===== src/rtl/bm_dag_sched.sv =====
// bm_dag_sched
//   Shares one pipelined 2-operand logic unit (AND / OR / XOR / and-not)
//   among four requesters. One request is granted per cycle. Each issued
//   operation is tagged with its requester index, and tagged results come
//   back in issue order after LAT cycles. A result that is offered but not
//   accepted freezes the whole pipeline and the arbiter without losing data.
//
//   Build option:
//     DAG_SCHED_FIXED_PRIO_EN - when defined, the lowest index with req high
//                               wins and there is no round-robin pointer.
//                               When undefined (default), arbitration is
//                               round-robin, starting after the last winner.
//
//   Parameters:
//     BITS - operand/result width
//     LAT  - cycles from the grant edge to result valid (1..4)
//
//   Ports:
//     clock     - rising-edge clock
//     reset     - synchronous active-high reset; clears the pipeline and
//                 the pointer
//     req       - per-requester request, held with its operands until granted
//     op_in     - 2-bit opcode per requester, slice i = op_in[2i+1:2i]
//     a_in      - operand A per requester, slice i = a_in[BITS*i +: BITS]
//     b_in      - operand B per requester, same slicing as a_in
//     gnt       - one-hot combinational grant
//     res_valid - result valid (last pipeline stage)
//     res_ready - consumer accepts the result when high with res_valid
//     res_data  - result data
//     res_id    - index of the requester that issued this result
//     busy      - any pipeline stage holds a valid operation
module bm_dag_sched #(
  parameter int BITS = 2,
  parameter int LAT  = 2
) (
  input  logic              clock,
  input  logic              reset,
  input  logic [3:0]        req,
  input  logic [7:0]        op_in,
  input  logic [4*BITS-1:0] a_in,
  input  logic [4*BITS-1:0] b_in,
  output logic [3:0]        gnt,
  output logic              res_valid,
  input  logic              res_ready,
  output logic [BITS-1:0]   res_data,
  output logic [1:0]        res_id,
  output logic              busy
);

  logic            stg_valid [LAT];
  logic [BITS-1:0] stg_data  [LAT];
  logic [1:0]      stg_id    [LAT];

  logic            stall;
  logic            any_req;
  logic [1:0]      winner;
  logic [1:0]      op_sel;
  logic [BITS-1:0] a_sel;
  logic [BITS-1:0] b_sel;
  logic [BITS-1:0] op_result;

  // The last stage drives the result port straight from its registers.
  assign res_valid = stg_valid[LAT-1];
  assign res_data  = stg_data[LAT-1];
  assign res_id    = stg_id[LAT-1];

  // An offered result that is not taken freezes everything upstream.
  assign stall = res_valid & ~res_ready;

`ifdef DAG_SCHED_FIXED_PRIO_EN
  // Fixed priority: scanning from the top down leaves the lowest requesting
  // index as the final assignment.
  always_comb begin
    any_req = 1'b0;
    winner  = 2'd0;
    for (int i = 3; i >= 0; i--) begin
      if (req[i]) begin
        any_req = 1'b1;
        winner  = 2'(i);
      end
    end
  end
`else
  logic [1:0] ptr;
  logic [1:0] idx;

  // Round-robin: the candidate order is ptr+1, ptr+2, ptr+3, ptr. The loop
  // runs from the farthest candidate to the nearest so the nearest requesting
  // one is written last and wins. The 2-bit wrap of ptr+4 yields ptr itself.
  always_comb begin
    any_req = 1'b0;
    winner  = ptr;
    idx     = ptr;
    for (int k = 4; k >= 1; k--) begin
      idx = ptr + 2'(k);
      if (req[idx]) begin
        any_req = 1'b1;
        winner  = idx;
      end
    end
  end

  // The pointer follows the last winner and holds on bubbles and stalls.
  // Its reset value of 3 gives requester 0 first priority.
  always_ff @(posedge clock) begin
    if (reset) begin
      ptr <= 2'd3;
    end else if (!stall && any_req) begin
      ptr <= winner;
    end
  end
`endif

  // Select the winner's opcode and operands, then evaluate the operation.
  // Opcode 11 is a ^ (a | b), which reduces to ~a & b.
  always_comb begin
    op_sel = op_in[2*winner +: 2];
    a_sel  = a_in[BITS*winner +: BITS];
    b_sel  = b_in[BITS*winner +: BITS];
    case (op_sel)
      2'b00:   op_result = a_sel & b_sel;
      2'b01:   op_result = a_sel | b_sel;
      2'b10:   op_result = a_sel ^ b_sel;
      default: op_result = ~a_sel & b_sel;
    endcase
  end

  // The grant is suppressed during reset and while the pipeline is frozen.
  always_comb begin
    gnt = 4'b0000;
    if (!reset && !stall && any_req) begin
      gnt[winner] = 1'b1;
    end
  end

  // Stage 1 captures the granted result or a bubble. The later stages are a
  // plain delay line, and all stages move together or not at all.
  always_ff @(posedge clock) begin
    if (reset) begin
      for (int i = 0; i < LAT; i++) begin
        stg_valid[i] <= 1'b0;
        stg_data[i]  <= '0;
        stg_id[i]    <= 2'd0;
      end
    end else if (!stall) begin
      stg_valid[0] <= any_req;
      stg_data[0]  <= any_req ? op_result : '0;
      stg_id[0]    <= any_req ? winner : 2'd0;
      for (int i = 1; i < LAT; i++) begin
        stg_valid[i] <= stg_valid[i-1];
        stg_data[i]  <= stg_data[i-1];
        stg_id[i]    <= stg_id[i-1];
      end
    end
  end

  // Busy whenever any stage still carries a real operation.
  always_comb begin
    busy = 1'b0;
    for (int i = 0; i < LAT; i++) begin
      busy = busy | stg_valid[i];
    end
  end

endmodule

===== config.mk =====
export PLATFORM = sky130hd
export DESIGN_NAME = bm_dag_sched
export DESIGN_NICKNAME = d
export VERILOG_FILES = /design/src/rtl/bm_dag_sched.sv
export SDC_FILE = /design/constraint.sdc
export NUM_CORES = 1
export LEC_CHECK = 0
export CAP_MARGIN = 10
export CORE_UTILIZATION = 35
export DETAILED_ROUTE_END_ITERATION = 8
export GPL_TIMING_DRIVEN = 0
export PLACE_DENSITY = 0.76
export RECOVER_POWER = 100
export SLEW_MARGIN = 20
export SYNTH_ARGS = -nofsm -noshare
export SYNTH_HDL_FRONTEND = slang
export SYNTH_SLANG_ARGS = --single-unit
export TNS_END_PERCENT = 50

===== constraint.sdc =====
create_clock -name clock -period 5.6 [get_ports clock]
set_input_delay 0.84 -clock clock [delete_from_list [all_inputs] [get_ports clock]]
set_output_delay 0.84 -clock clock [all_outputs]
set_load 0.005 [all_outputs]

==> results.cfg <==
[cts]
post_cts_buffers = 0
cts_tree = built
cts_buffer_depth = 2
ctsHoldBuffers = 0
clk_latency_ps = 260
clk_pin_slew_ps = 70
ctsHtreeMaxLevel = 1
cts_sinks = 12
cts_inserted_buffers = 3
cts_resized = 0
cts_root_buf = clkbuf_4

[floorplanning]
core_sq_um = 2540
die_w_microns = 54.6
die_y_microns = 54.6
dieArea_sq_um = 2980
placementRows = 18
initial_core_util_pct = 38.1
pin_count = 41

[route]
route.detailed.wl_per_inst_microns = 11.7
drt_iter0_drc = 12
drt-pass1-iter-count = 4
vias_per_cell = 4.98
postRouteAntennaNets = 0
drc = 0
drt_wl_total_mm = 2.07
vias = 881

[timing]
rsz0062_at_grt = false
fin_worst_skew_ps = 1.81
fin_tns_setup_ps = 0
setup-violations-final = 0
fmax_mhz = 213
hold_violations = 0
fin_hold_ws_ps = 526
tightestPinTransition_ps = 972
min_period_ps = 4690
fin_crit_sh_pct = 83.7
setup_slack_ps = 912
slew_headroom_pct = 35.2
slew_violations = 0

[power_and_ir_drop]
pwr-share-seq_pct = 36.1
p_comb_share_pct = 47.3
ir_drop_v = 0.000138
powerDensity_nw_per_um2 = 237
power_leakage_nw = 0.630
p_switching_w = 0.000105
p_int_w = 0.000225
swShare_pct = 31.8
clkPwrFrac_pct = 16.6

[worst_setup_path]
path_buf_inv = 3
crit_chain = dlygate4sd3_1 -> nor2b_1 -> a21o_1 -> a221oi_1 -> clkbuf_1 -> and3_1 -> dlygate4sd3_1
crit_top_cell = dlygate4sd3_1
crit_type = in2out
worstReg2RegStart = ptr[0]
worstRegToRegCells = 9
required_ps = 4760
r2r_setup_slack_ps = 2270
critPathLaunchType = input port
cp_max_fo = 10
cp_slowest_stage_delay_ps = 830
end_kind = output pin
crit_arrival_ps = 3850
reg2reg_to = stg_data[0][0]
crit_slowest_cell = a221oi_1
path_delay_family = buffers and inverters

[placed_design]
dp_hpwl_mm = 1.74
io_buffers = 40
routabilityCongestion = 0.706
dp_slack_ps = 1600

[cells_and_area]
final_common_cell = clkdlybuf4s50_1
nets = 184
num_antenna_cells = 0
multi_input_area_sq_um = 523
syn_to_final_growth_pct = 44.2
ff_latch_area_sq_um = 340
layout-drive-gt1-share_pct = 10.2
num-fill-cells = 253
layout_common_cells = clkdlybuf4s50_1 (29), nor2_1 (12), nand2_1 (12)

[yosys]
synth_seq_area_share_pct = 35.1
synth_area_sq_um = 968
async_reset_ff_share_pct = 0
synth_nets = 139
ys_ff_latch = 12
ys_types = 28
ys_warn_count = 0
syn_area_per_cell_sq_um = 9.40
synth_ff_type = edfxtp_1
postSynthCellCount = 103
synth_edf_count = 10

[outcome]
outcome = finished clean

[grt]
grt_pass1_wl_mm = 3.55
grt_pass1_vias = 886
grt_usage_pct = 17.0
antenna_found_initial = 0
grt_max_degree = 11
gr-total-overflow = 0

[flow_run]
cap_violations = 0

[hold_path]
hp-start = stg_id[0][1]
worstHoldPathCells = 1
hp-class = reg2reg
holdPathEnd = stg_id[0][3]
-- sequential cells by signal, summed over array words and instances (netlist names) --
name,flops
ptr,2
stg_data,4
stg_id,4
stg_valid,2
-- worst max-delay path by stage --
stage,from,to,cells after the start
final,req[3],gnt[2],7
after global routing,req[3],gnt[2],7
after CTS,req[3],gnt[0],7
after detailed placement,req[3],gnt[2],7
after global placement,req[3],gnt[0],7
after floorplan,req[3],stg_data[0][0],9
-- power by group through the flow --
| stage | Combinational [W] | Clock (W) | Sequential (W) |
|---|---|---|---|
| floorplan | 0.000110 | 0 | 0.000121 |
| global placement | 0.000163 | 0 | 0.000122 |
| detailed placement | 0.000169 | 0 | 0.000123 |
| CTS | 0.000170 | 0.0000575 | 0.000121 |
| global route | 0.000176 | 0.0000625 | 0.000121 |
| finish | 0.000156 | 0.0000548 | 0.000120 |
-- metrics by stage --
step	instance area, sq um	std cells	power [W]	util (%)
detailed placement	1410	173	0.000292	55.3
global placement	1410	173	0.000285	55.3
finish	1400	177	0.000331	54.9
CTS	1430	177	0.000349	56.3
global route	1400	177	0.000360	54.9
floorplan	968	103	0.000231	-
-- cell usage after synthesis (2+ instances only) --
cell type  count  area, sq um
buf_4          6         45.0
xnor2_1        2         17.5
a211o_1        2         17.5
o41ai_2        3         48.8
and2_1         5         31.3
or2_2          3         18.8
nor2_1        12         45.0
nor3_1         2         10.0
nor2b_1        2         12.5
inv_1          5         18.8
o21ai_1        2         10.0
nand2_1       12         45.0
mux2_4         2         30.0
nand2b_1       3         18.8
dfxtp_1        2         40.0
o21ai_0        4         20.0
and3_1         2         12.5
nand3_1        4         20.0
mux2i_1        8         80.1
edfxtp_1      10          300
ha_1           5         62.6
-- cell families (layout without fill, tap and decap cells) --
group	Yosys count	count (layout)	share of synthesized area, %
simple gates	45	45	22.1
compound gates	16	16	15.6
buf+inv	13	57	7.49
flops	12	12	35.1
mux	10	10	11.4
fa+ha+maj	5	5	6.46
xor+xnor	2	2	1.81
-- per-layer routing --
| metal | part of all wire [%] | GRT usage [%] | up-vias |
|---|---|---|---|
| met1 | 41 | 17.6 | 399 |
| met4 | 0.63 | 7.69 | 0 |
| met2 | 52 | 32.1 | 36 |
| met3 | 6.5 | 3.33 | 2 |
| met5 | 0 | 0 | - |
| li1 | - | - | 444 |
-- final cells by class --
class	instances	area share, %
Sequential cell	12	24.4
Clock buffer	4	1.88
Inverter	5	1.34
Timing Repair Buffer	40	28.7
Tap cell	30	2.69
Buffer	8	3.58
Multi-Input combinational cell	78	37.5
Power figures use the tool's default switching activity.
